**src/rtl/io_seq_pkg.sv**
```systemverilog
// Shared types, encodings and beat helpers for the IO bus sequencer.
package io_seq_pkg;

    // Sequencer FSM states.
    typedef enum logic [2:0] {
        ST_IDLE    = 3'd0,
        ST_DRIVE   = 3'd1,
        ST_WAIT    = 3'd2,
        ST_CAPTURE = 3'd3,
        ST_RESP    = 3'd4
    } seq_state_e;

    // Request size encodings as seen on req_size.
    localparam logic [1:0] SZ_BYTE  = 2'd0;
    localparam logic [1:0] SZ_WORD  = 2'd1;
    localparam logic [1:0] SZ_DWORD = 2'd2;
    localparam logic [1:0] SZ_RSVD  = 2'd3;

    // Bit positions inside control_io = {partial_write, byte_op}.
    localparam int CTRL_BYTE  = 0;
    localparam int CTRL_WRITE = 1;

    // Reserved size behaves exactly like a word access.
    function automatic logic [1:0] norm_size(input logic [1:0] size);
        logic [1:0] res;
        case (size)
            SZ_BYTE:  res = SZ_BYTE;
            SZ_WORD:  res = SZ_WORD;
            SZ_DWORD: res = SZ_DWORD;
            default:  res = SZ_WORD;
        endcase
        return res;
    endfunction

    // Address of a beat: bytes keep their address, wider accesses are
    // halfword aligned, and the second dword beat sits 2 bytes higher
    // (wrapping at 32 bits).
    function automatic logic [31:0] beat_address(input logic [31:0] addr,
                                                 input logic [1:0]  size,
                                                 input logic        beat);
        logic [31:0] base;
        if (size == SZ_BYTE) begin
            base = addr;
        end else begin
            base = {addr[31:1], 1'b0};
        end
        if (beat) begin
            return base + 32'd2;
        end else begin
            return base;
        end
    endfunction

    // Write data for a beat: low byte for bytes, low/high halfword otherwise.
    function automatic logic [15:0] beat_data(input logic [31:0] data,
                                              input logic [1:0]  size,
                                              input logic        beat);
        if (size == SZ_BYTE) begin
            return {8'h00, data[7:0]};
        end else if (beat) begin
            return data[31:16];
        end else begin
            return data[15:0];
        end
    endfunction

endpackage

```
**src/rtl/io_bus_sequencer.sv**
```systemverilog
// Request sequencer between the CPU load/store path and the memory_io port.
// One request at a time; each 16-bit beat is presented for exactly one cycle,
// loads wait out the fixed IO read latency, dwords are split into two beats.
module io_bus_sequencer
    import io_seq_pkg::*;
#(
    parameter int READ_LATENCY = 2
) (
    input  logic        main_clk,
    input  logic        reset,
    input  logic        req_valid,
    output logic        req_ready,
    input  logic        req_write,
    input  logic [1:0]  req_size,
    input  logic [31:0] req_address,
    input  logic [31:0] req_data,
    output logic        resp_valid,
    output logic [31:0] resp_data,
    output logic [31:0] address_io,
    output logic [1:0]  control_io,
    output logic [15:0] data_in_io,
    input  logic [15:0] data_out_io
);

    // WAIT lasts READ_LATENCY-1 cycles; the counter holds the remaining
    // cycles minus one. A latency below 2 skips WAIT entirely.
    localparam int CNT_W         = (READ_LATENCY > 2) ? $clog2(READ_LATENCY) : 1;
    localparam int WAIT_INIT_INT = (READ_LATENCY >= 2) ? (READ_LATENCY - 2) : 0;
    localparam logic [CNT_W-1:0] WAIT_INIT = CNT_W'(WAIT_INIT_INT);
    localparam bit SKIP_WAIT     = (READ_LATENCY < 2);

    seq_state_e         r_state;
    seq_state_e         w_next_state;
    logic               w_accept;

    logic               r_write;
    logic [1:0]         r_size;
    logic [31:0]        r_addr;
    logic [31:0]        r_data;
    logic               r_beat;
    logic [CNT_W-1:0]   r_wait_cnt;

    logic               r_req_ready;
    logic               r_resp_valid;
    logic [31:0]        r_resp_data;
    logic [31:0]        r_address_io;
    logic [1:0]         r_control_io;
    logic [15:0]        r_data_in_io;

    logic               w_more_beats;
    logic               w_src_write;
    logic [1:0]         w_src_size;
    logic [31:0]        w_src_addr;
    logic [31:0]        w_src_data;
    logic               w_drive_beat;
    logic [31:0]        w_drive_addr;
    logic [15:0]        w_drive_data;
    logic [1:0]         w_drive_ctrl;

    assign req_ready  = r_req_ready;
    assign resp_valid = r_resp_valid;
    assign resp_data  = r_resp_data;
    assign address_io = r_address_io;
    assign control_io = r_control_io;
    assign data_in_io = r_data_in_io;

    // A dword still owes its second beat while the beat flag is clear.
    assign w_more_beats = (r_size == SZ_DWORD) && !r_beat;

    // State register.
    always_ff @(posedge main_clk) begin
        if (reset) begin
            r_state <= ST_IDLE;
        end else begin
            r_state <= w_next_state;
        end
    end

    // Next-state logic and acceptance strobe.
    always_comb begin
        w_next_state = r_state;
        w_accept     = 1'b0;
        case (r_state)
            ST_IDLE: begin
                if (req_valid) begin
                    w_next_state = ST_DRIVE;
                    w_accept     = 1'b1;
                end else begin
                    w_next_state = ST_IDLE;
                end
            end
            ST_DRIVE: begin
                if (r_write) begin
                    if (w_more_beats) begin
                        w_next_state = ST_DRIVE;
                    end else begin
                        w_next_state = ST_RESP;
                    end
                end else if (SKIP_WAIT) begin
                    w_next_state = ST_CAPTURE;
                end else begin
                    w_next_state = ST_WAIT;
                end
            end
            ST_WAIT: begin
                if (r_wait_cnt == {CNT_W{1'b0}}) begin
                    w_next_state = ST_CAPTURE;
                end else begin
                    w_next_state = ST_WAIT;
                end
            end
            ST_CAPTURE: begin
                if (w_more_beats) begin
                    w_next_state = ST_DRIVE;
                end else begin
                    w_next_state = ST_RESP;
                end
            end
            ST_RESP: begin
                w_next_state = ST_IDLE;
            end
            default: begin
                w_next_state = ST_IDLE;
            end
        endcase
    end

    // Beat contents for the upcoming DRIVE cycle. On acceptance the request
    // registers are loaded at the same edge, so the raw inputs are used then.
    always_comb begin
        if (r_state == ST_IDLE) begin
            w_src_write  = req_write;
            w_src_size   = norm_size(req_size);
            w_src_addr   = req_address;
            w_src_data   = req_data;
            w_drive_beat = 1'b0;
        end else begin
            w_src_write  = r_write;
            w_src_size   = r_size;
            w_src_addr   = r_addr;
            w_src_data   = r_data;
            w_drive_beat = 1'b1;
        end
        w_drive_addr             = beat_address(w_src_addr, w_src_size, w_drive_beat);
        w_drive_data             = beat_data(w_src_data, w_src_size, w_drive_beat);
        w_drive_ctrl             = 2'b00;
        w_drive_ctrl[CTRL_BYTE]  = (w_src_size == SZ_BYTE);
        w_drive_ctrl[CTRL_WRITE] = w_src_write;
    end

    // Request latch and beat flag.
    always_ff @(posedge main_clk) begin
        if (reset) begin
            r_write <= 1'b0;
            r_size  <= SZ_BYTE;
            r_addr  <= 32'h0000_0000;
            r_data  <= 32'h0000_0000;
            r_beat  <= 1'b0;
        end else if (w_accept) begin
            r_write <= req_write;
            r_size  <= norm_size(req_size);
            r_addr  <= req_address;
            r_data  <= req_data;
            r_beat  <= 1'b0;
        end else if ((r_state != ST_IDLE) && (w_next_state == ST_DRIVE)) begin
            r_beat  <= 1'b1;
        end else begin
            r_beat  <= r_beat;
        end
    end

    // Read-latency down-counter, loaded on entry to WAIT.
    always_ff @(posedge main_clk) begin
        if (reset) begin
            r_wait_cnt <= {CNT_W{1'b0}};
        end else if ((w_next_state == ST_WAIT) && (r_state != ST_WAIT)) begin
            r_wait_cnt <= WAIT_INIT;
        end else if ((r_state == ST_WAIT) && (r_wait_cnt != {CNT_W{1'b0}})) begin
            r_wait_cnt <= r_wait_cnt - CNT_W'(1);
        end else begin
            r_wait_cnt <= r_wait_cnt;
        end
    end

    // Handshake outputs, registered from the next state.
    always_ff @(posedge main_clk) begin
        if (reset) begin
            r_req_ready  <= 1'b1;
            r_resp_valid <= 1'b0;
        end else begin
            r_req_ready  <= (w_next_state == ST_IDLE);
            r_resp_valid <= (w_next_state == ST_RESP);
        end
    end

    // Response data: cleared on acceptance, halves filled in CAPTURE.
    always_ff @(posedge main_clk) begin
        if (reset) begin
            r_resp_data <= 32'h0000_0000;
        end else if (w_accept) begin
            r_resp_data <= 32'h0000_0000;
        end else if (r_state == ST_CAPTURE) begin
            if (r_beat) begin
                r_resp_data[31:16] <= data_out_io;
            end else begin
                r_resp_data[15:0]  <= data_out_io;
            end
        end else begin
            r_resp_data <= r_resp_data;
        end
    end

    // IO port drive: one cycle per beat; address holds between beats so the
    // IO read mux stays stable while the load latency elapses.
    always_ff @(posedge main_clk) begin
        if (reset) begin
            r_address_io <= 32'h0000_0000;
            r_control_io <= 2'b00;
            r_data_in_io <= 16'h0000;
        end else if (w_next_state == ST_DRIVE) begin
            r_address_io <= w_drive_addr;
            r_control_io <= w_drive_ctrl;
            r_data_in_io <= w_drive_data;
        end else begin
            r_address_io <= r_address_io;
            r_control_io <= 2'b00;
            r_data_in_io <= 16'h0000;
        end
    end

endmodule

```
**config.mk**
```make
export PLATFORM = sky130hd
export DESIGN_NAME = io_bus_sequencer
export DESIGN_NICKNAME = d
export VERILOG_FILES = /design/src/rtl/io_seq_pkg.sv /design/src/rtl/io_bus_sequencer.sv
export SDC_FILE = /design/constraint.sdc
export NUM_CORES = 1
export LEC_CHECK = 0
export CORE_MARGIN = 4
export CORE_UTILIZATION = 48
export DETAILED_ROUTE_END_ITERATION = 8
export GPL_ROUTABILITY_DRIVEN = 0
export HOLD_SLACK_MARGIN = 0.03
export MAX_ROUTING_LAYER = met4
export PLACE_DENSITY = 0.79
export SYNTH_ARGS = -nofsm -noshare
export SYNTH_HDL_FRONTEND = slang
export SYNTH_SLANG_ARGS = --single-unit
```
**constraint.sdc**
```tcl
create_clock -name main_clk -period 3.6 [get_ports main_clk]
set_clock_uncertainty 0.1 [all_clocks]
set_input_delay 0.54 -clock main_clk [delete_from_list [all_inputs] [get_ports main_clk]]
set_output_delay 0.54 -clock main_clk [all_outputs]
set_load 0.02 [all_outputs]
```
==> PnR_summary.wiki, run 1 <==
{| class="wikitable"
! Metric !! Value
|-
| Outcome || completed
|-
| Total of warnings raised by yosys || 0
|-
| Category of the most critical setup path || reg2reg
|-
| Synthesis-stage register bit count || 148
|-
| Cell variety after synth || 56
|-
| IO Port Bufs || roughly 170
|-
| Vias per cell || 5.524
|-
| Post-CTS clock slew at the launch and capture registers of the worst setup and hold paths || 0.06 ns
|-
| Arrival time at the worst endpoint || roughly 3.1 ns
|-
| Synth Net Count || 893
|-
| Antenna violations before repair || 0
|-
| Sequential fraction of the synthesis area || 0.4670
|-
| Remaining max-slew budget at the tightest pin || 0.4875
|-
| Pin count of the biggest net entering global routing || 43
|-
| Gr ovfl total || 0
|-
| Vias in the first global route || around 5900
|-
| Post-Synthesis Cells || 806
|-
| Number of I/O pins || between 150 and 200
|-
| CTS max path bufs || 2
|-
| Flip-flop cell with the highest count after synthesis || sky130_fd_sc_hd__dfxtp_1
|-
| Launching point of the worst reg2reg path || r_state[1]
|-
| Seq. cell area || ~3000 µm²
|-
| Cells along the critical path || or3_4 -> nand2_1 -> nand2_1 -> ha_1 -> nand3_1 -> nor2_1 -> a31oi_1 -> nor4_2 -> xnor2_1 -> a221oi_2
|-
| Endpoint required time on the critical path || about 3.8 ns
|-
| Final Slew Violations || 0
|-
| TritonCTS buffer count || 17
|-
| Final-layout setup total negative slack || 0 ns
|-
| Layout fillers || slightly above 1000
|-
| Standby leakage power || about 3.1 nW
|-
| Effective utilization at floorplan || 0.4967
|-
| Number of cells upsized or downsized after cts || 0
|-
| Final Power || approximately 4.6 mW
|-
| Via count || ~6300
|-
| Count of maximum capacitance violations || 0
|-
| Core region area || between 10000 and 15000 µm²
|-
| Cell Pwr Density || ~530 nW/µm²
|-
| Maximum vdd ir drop || ~310 µV
|-
| Syn Area/Cell || approximately 7.9 µm²
|-
| Most common cell after layout, fill and taps aside || sky130_fd_sc_hd__nand2_1
|-
| Post-CTS Hold Buffers || 0
|-
| Cell type of the slowest stage on the worst timing path || sky130_fd_sc_hd__dfxtp_1
|-
| Die height || between 100 and 150 µm
|-
| Floorplan row count || between 40 and 50
|-
| Layout-stage area growth over the synthesis result || 37.49%
|-
| Met2 capacity usage during global routing || 0.4028
|-
| Maximum net fanout on the critical path || 18
|-
| Cell area after synthesis || 6345 µm²
|-
| RSZ-0062 raised after global routing || false
|-
| Crit path time final || about 2.9 ns
|-
| Origin of the worst min-delay path || resp_data[3]
|-
| Slew at the pin closest to its max-slew limit || 0.7622 ns
|-
| Final antenna-violating net count || 0
|-
| Share of cells above drive strength 1 || 0.06646
|-
| Average wire per standard cell || around 17 µm
|-
| Commonest cells after routing, fill and taps aside || sky130_fd_sc_hd__nand2_1 (235), sky130_fd_sc_hd__clkdlybuf4s50_1 (168), sky130_fd_sc_hd__dfxtp_1 (148)
|-
| Wire length of the first global-routing pass || 29.34 mm
|-
| Setup fix buffers added after clock tree synthesis || 0
|-
| TritonCTS clock tree || yes
|-
| Delay of the slowest critical-path stage || 0.60 ns
|-
| Drt total wl || 18.81 mm
|-
| Detailed Place HPWL || roughly 13 mm
|-
| Capture instance of the worst register-to-register path || address_io[29]
|-
| DR pass1 iterations || 5
|-
| Hold Path Sink || resp_data[3]
|-
| Maximum frequency from static timing analysis || ~0.35 GHz
|-
| Met1 layer usage reported by global route || 0.3073
|-
| Category of the worst setup path capture point || flop
|-
| Startpoint types || flop
|-
| Worst path most repeated cell || sky130_fd_sc_hd__nand2_1
|-
| H-tree levels || 4
|-
| Die outline width || 123.0 µm
|-
| R2R setup slack || 0.74 ns
|-
| Post-route fraction of the period consumed by the critical path || 0.7948
|-
| Number of failing hold endpoints at the final stage || 0
|-
| Area of the die || 15120 µm²
|-
| Number of flops mapped to enable cells by yosys || 0
|-
| Type of the most critical hold path || reg2reg
|-
| Clock latency of the later-clocked register in the worst-skew pair || about 0.42 ns
|-
| Clock sink total || 148
|-
| Hold Path Stages || 2
|-
| Overall routing resource usage || 0.2518
|-
| DRC violations left || 0
|-
| Multi-input gate area in the final layout || ~3100 µm²
|-
| FF-to-FF path depth || 10
|-
| Met3 Use GR || 0.05947
|-
| NumNets Final || 1037
|-
| Number of antenna cells inserted || 0
|-
| Count of endpoints failing setup in the final report || 0
|-
| Library cell used as clock root buffer || sky130_fd_sc_hd__clkbuf_16
|-
| Routing layer with the top usage in global route || met2
|-
| Asr flop ratio synth || 0
|-
| Iteration-0 DRC count of the detailed router || 483
|}
[worst max-delay path: cells and delay by family (launching register included)]
| kind | cells | cell delay [ns] |
|---|---|---|
| simple gates | 6 | 1.33 |
| flops | 1 | 0.60 |
| compound gates | 2 | 0.36 |
| fa+ha+maj | 1 | 0.27 |
| xor+xnor | 1 | 0.11 |
[kinds of logic (layout without fill, tap and decap cells)]
logic type	Yosys count	count (layout)	share of synthesized area
AND/OR/NAND/NOR	368	368	0.2550
AO/OA/AOI/OAI	180	180	0.1653
multiplexers	22	22	0.03471
buffers and inverters	62	219	0.04161
flip-flops	148	148	0.4670
adder cells (fa/ha/maj)	1	1	0.001972
XOR/XNOR	25	25	0.03451
[where the power goes]
part | leakage (nW) | total [mW] | internal (mW) | switching, mW
Sequential | 1.21 | 1.86 | 1.76 | 0.0969
Combinational | 1.61 | 0.926 | 0.390 | 0.536
Clock | 0.289 | 1.80 | 1.11 | 0.699
[how the worst max path moves through the flow]
stage	start	endpoint	slack, ns
final	r_state[1]	address_io[29]	0.74
after global routing	r_state[1]	address_io[29]	0.51
after CTS	r_state[1]	address_io[29]	0.77
after detailed placement	req_address[1]	address_io[29]	0.65
after global placement	req_address[2]	address_io[29]	0.71
after floorplan	r_state[2]	address_io[29]	0.33
[cell usage after synthesis (2+ instances only)]
master,number,area [µm²]
sky130_fd_sc_hd__a211oi_1,13,97.59
sky130_fd_sc_hd__a21boi_0,7,52.55
sky130_fd_sc_hd__a21oi_1,116,580.6
sky130_fd_sc_hd__a311oi_1,4,35.03
sky130_fd_sc_hd__a31oi_1,4,25.02
sky130_fd_sc_hd__and3_1,6,37.54
sky130_fd_sc_hd__buf_1,6,22.52
sky130_fd_sc_hd__buf_2,7,35.03
sky130_fd_sc_hd__buf_4,2,15.01
sky130_fd_sc_hd__buf_6,2,22.52
sky130_fd_sc_hd__clkbuf_1,43,161.4
sky130_fd_sc_hd__dfxtp_1,148,2963
sky130_fd_sc_hd__inv_1,2,7.510
sky130_fd_sc_hd__mux2i_1,22,220.2
sky130_fd_sc_hd__nand2_1,236,885.9
sky130_fd_sc_hd__nand2b_1,4,25.02
sky130_fd_sc_hd__nand3_1,15,75.07
sky130_fd_sc_hd__nand3b_1,4,30.03
sky130_fd_sc_hd__nand4_1,11,68.82
sky130_fd_sc_hd__nor2_1,45,168.9
sky130_fd_sc_hd__nor2b_1,3,18.77
sky130_fd_sc_hd__nor3_1,21,105.1
sky130_fd_sc_hd__nor3_2,2,20.02
sky130_fd_sc_hd__nor3b_1,2,15.01
sky130_fd_sc_hd__nor4_1,4,25.02
sky130_fd_sc_hd__nor4b_1,2,17.52
sky130_fd_sc_hd__o21ai_0,11,55.05
sky130_fd_sc_hd__o22ai_1,9,56.30
sky130_fd_sc_hd__o31ai_1,3,22.52
sky130_fd_sc_hd__or2_2,2,12.51
sky130_fd_sc_hd__or3_1,2,12.51
sky130_fd_sc_hd__xnor2_1,13,113.9
sky130_fd_sc_hd__xor2_1,12,105.1
[through the flow]
step | instance area, µm² | instances | hold WS, ns | setup slack [ns] | util
floorplan | 6345 | 806 | 0.3357 | 0.3285 | -
global placement | 8122 | 1103 | 0.3394 | 0.7108 | 0.6358
detailed placement | 8122 | 1103 | 0.3457 | 0.6533 | 0.6358
CTS | 8723 | 1135 | 0.3538 | 0.7660 | 0.6829
global route | 8723 | 1135 | 0.3659 | 0.5070 | 0.6829
finish | 8723 | 1135 | 0.3507 | 0.7388 | 0.6829
[flip-flops by register name, summed over array words and instances, names as in the netlist]
signal	cells
r_state	3
resp_valid	1
r_wait_cnt	1
r_write	1
r_addr	32
r_data	24
r_beat	1
r_size	2
resp_data	32
address_io	32
req_ready	1
control_io	2
data_in_io	16
[routing by layer]
layer  routed length, µm  vias up
li1                    -     3038
met1                7699     2893
met2                8908      292
met3                1721       47
met4                 482        0
met5                   0        -
[final cells by class]
class	count	share of cell area
Clock buffer	19	0.05077
Inverter	2	0.0008606
Timing Repair Buffer	185	0.2071
Sequential cell	148	0.3396
Clock inverter	13	0.01822
Tap cell	172	0.02467
Multi-Input combinational cell	596	0.3587
Note: power is estimated with default switching activity, not from simulation.
==> inputs of run 2 (changes only) <==
Settings changed: CORE_UTILIZATION 48 to 44, PLACE_DENSITY 0.79 to 0.77.
Clock period 3.6 ns to 2.5 ns, I/O delays scaled along.
==> run 2 against run 1 <==
Worst hold slack got worse by 0.10 ns; critical endpoint unchanged; final cell count increased by 2.4%; combinational power increased by 51%; register-to-register slack got worse by 0.60 ns; first-iteration DRC count decreased by 3.3%; die area increased by 8.5%; clock power increased by 46%; via count increased by 0.81%; power increased by 46%; utilization decreased by 4.3 points; sequential power increased by 44%; design area increased by 2.6%.
==> PnR_summary.wiki, run 2 (synthesis gave the netlist of run 1 again) <==
{| class="wikitable"
! Metric !! Value
|-
| Die height || between 100 and 150 µm
|-
| H-tree levels || 4
|-
| DRC violations left || 0
|-
| Average wire per standard cell || about 16 µm
|-
| Clock Power Share || 0.391
|-
| Drt total wl || 18.97 mm
|-
| Effective utilization at floorplan || 0.4536
|-
| Maximum frequency from static timing analysis || 0.4243 GHz
|-
| Startpoint types || flop
|-
| Number of failing hold endpoints at the final stage || 0
|-
| Post-CTS clock slew at the launch and capture registers of the worst setup and hold paths || ~0.06 ns
|-
| Antenna violations before repair || 1
|-
| Final cell utilization of the core || 0.6401
|-
| TritonCTS buffer count || 17
|-
| Wire length of the first global-routing pass || roughly 30 mm
|-
| Remaining max-slew budget at the tightest pin || 0.5740
|-
| Gr ovfl total || 0
|-
| Final-layout setup total negative slack || 0 ns
|-
| Number of cells upsized or downsized after cts || 0
|-
| NumNets Final || between 1000 and 1500
|-
| Count of maximum capacitance violations || 0
|-
| Most common cell after layout, fill and taps aside || sky130_fd_sc_hd__nand2_1
|-
| Post-CTS Hold Buffers || 0
|-
| Final std cell area, no fill || around 9000 µm²
|-
| CTS max path bufs || 2
|-
| Cells along the critical path || nor3_4 -> nand2_1 -> nand2_1 -> ha_4 -> nand3_2 -> nor2_4 -> a31oi_1 -> nor4_2 -> xnor2_1 -> a221oi_2
|-
| Cell Pwr Density || between 700 and 800 nW/µm²
|-
| Vias per cell || roughly 5.4
|-
| Standby leakage power || between 3 and 4 nW
|-
| IO Port Bufs || around 170
|-
| Die outline width || 128.1 µm
|-
| Crit path time final || between 2 and 2.5 ns
|-
| Slew at the pin closest to its max-slew limit || about 0.63 ns
|-
| Floorplan row count || 43
|-
| Final antenna-violating net count || 0
|-
| Worst path most repeated cell || sky130_fd_sc_hd__nand2_1
|-
| Power share of the combinational group || 0.210
|-
| Final Slew Violations || 0
|-
| Cell-internal power || approximately 4.8 mW
|-
| Delay of the slowest critical-path stage || 0.40 ns
|-
| Outcome || completed
|-
| Layout fillers || roughly 1200
|-
| Clock latency of the later-clocked register in the worst-skew pair || 0.43 ns
|-
| First element of the critical path || r_state[1]
|-
| Endpoint required time on the critical path || approximately 2.7 ns
|-
| Fraction of power consumed by sequential logic || 0.399
|-
| Core region area || around 14000 µm²
|-
| Count of endpoints failing setup in the final report || 0
|-
| Commonest cells after routing, fill and taps aside || sky130_fd_sc_hd__nand2_1 (234), sky130_fd_sc_hd__clkdlybuf4s50_1 (168), sky130_fd_sc_hd__dfxtp_1 (147)
|-
| Cell type of the slowest stage on the worst timing path || sky130_fd_sc_hd__dfxtp_1
|-
| Library cell used as clock root buffer || sky130_fd_sc_hd__clkbuf_16
|-
| RSZ-0062 raised after global routing || false
|-
| Vias in the first global route || 5927
|-
| Final Power || 6.690 mW
|-
| Number of I/O pins || 170
|-
| Setup fix buffers added after clock tree synthesis || 0
|-
| Area of the die || around 16000 µm²
|-
| Clock sink total || 148
|-
| Layout-stage area growth over the synthesis result || 41.12%
|-
| Detailed Place HPWL || between 10 and 15 mm
|-
| Type of the most critical hold path || in2reg
|-
| Launching point of the worst reg2reg path || r_state[1]
|-
| Iteration-0 DRC count of the detailed router || around 470
|-
| Arrival time at the worst endpoint || 2.60 ns
|-
| Power spent charging and discharging nets || ~1.9 mW
|-
| Category of the most critical setup path || reg2reg
|-
| TritonCTS clock tree || yes
|-
| Post-route fraction of the period consumed by the critical path || 0.9428
|-
| Maximum vdd ir drop || about 500 µV
|-
| Pin count of the biggest net entering global routing || 55
|-
| Via count || approximately 6300
|-
| DR pass1 iterations || 5
|-
| Switching fraction of total power || 0.2873
|-
| Overall routing resource usage || 0.2356
|-
| Maximum net fanout on the critical path || 7
|-
| Origin of the worst min-delay path || reset
|-
| Standard cell area after detailed placement || 8333 µm²
|-
| Share of cells above drive strength 1 || 0.08970
|-
| Category of the worst setup path capture point || flop
|}
run 2: path summary, 6_finish.rpt:
check / end / slack [ns] / cells after the start
max: address_io[29] / 0.14 / 10
min: address_io[28] / 0.25 / 2
max reg2reg: address_io[29] / 0.14 / 10
min reg2reg: address_io[30] / 0.34 / 2
run 2: worst max-delay path, delay by kind of cell, from the launching register on:
kind,cells,cell delay (ns)
adders and majority gates,1,0.19
xor gates and xnor gates,1,0.12
AOI/OAI and AO/OA,2,0.33
and+or+nand+nor,6,1.13
DFF,1,0.40
run 2: layout make-up:
| type | count | area (µm²) | share of cell area |
|---|---|---|---|
| Antenna cell | 1 | 2.502 | 0.0002795 |
| Clock buffer | 20 | 456.7 | 0.05101 |
| Clock inverter | 11 | 150.1 | 0.01677 |
| Inverter | 2 | 7.507 | 0.0008385 |
| Multi-Input combinational cell | 596 | 3169 | 0.3540 |
| Sequential cell | 148 | 2964 | 0.3311 |
| Tap cell | 180 | 225.2 | 0.02515 |
| Timing Repair Buffer | 204 | 1978 | 0.2209 |
run 2: power by group through the flow:
stage	logic, mW	clock network (mW)	registers (mW)
after floorplan	0.754	0	2.79
after global placement	1.37	0	2.71
after detailed placement	1.39	0	2.72
after CTS	1.40	2.66	2.67
after global routing	1.53	2.77	2.69
final	1.40	2.62	2.67
run 2: per-stage QoR:
| step | cells | hold WS, ns | setup WS, ns |
|---|---|---|---|
| global placement | 1130 | 0.3377 | 0.02162 |
| finish | 1162 | 0.2464 | 0.1430 |
| floorplan | 806 | 0.3357 | 0.006271 |
| CTS | 1161 | 0.2351 | 0.06027 |
| detailed placement | 1130 | 0.3422 | -0.05200 |
| global route | 1162 | 0.2684 | 0.005955 |
run 2: routing by layer:
layer / routed length (µm) / global-route usage / vias to the layer above / part of all wire
li1: - / - / 3086 / -
met1: 7981 / 0.2976 / 2904 / 0.42
met2: 9073 / 0.3740 / 287 / 0.48
met3: 1464 / 0.04750 / 44 / 0.077
met4: 452 / 0.08801 / 0 / 0.024
met5: 0 / - / - / 0
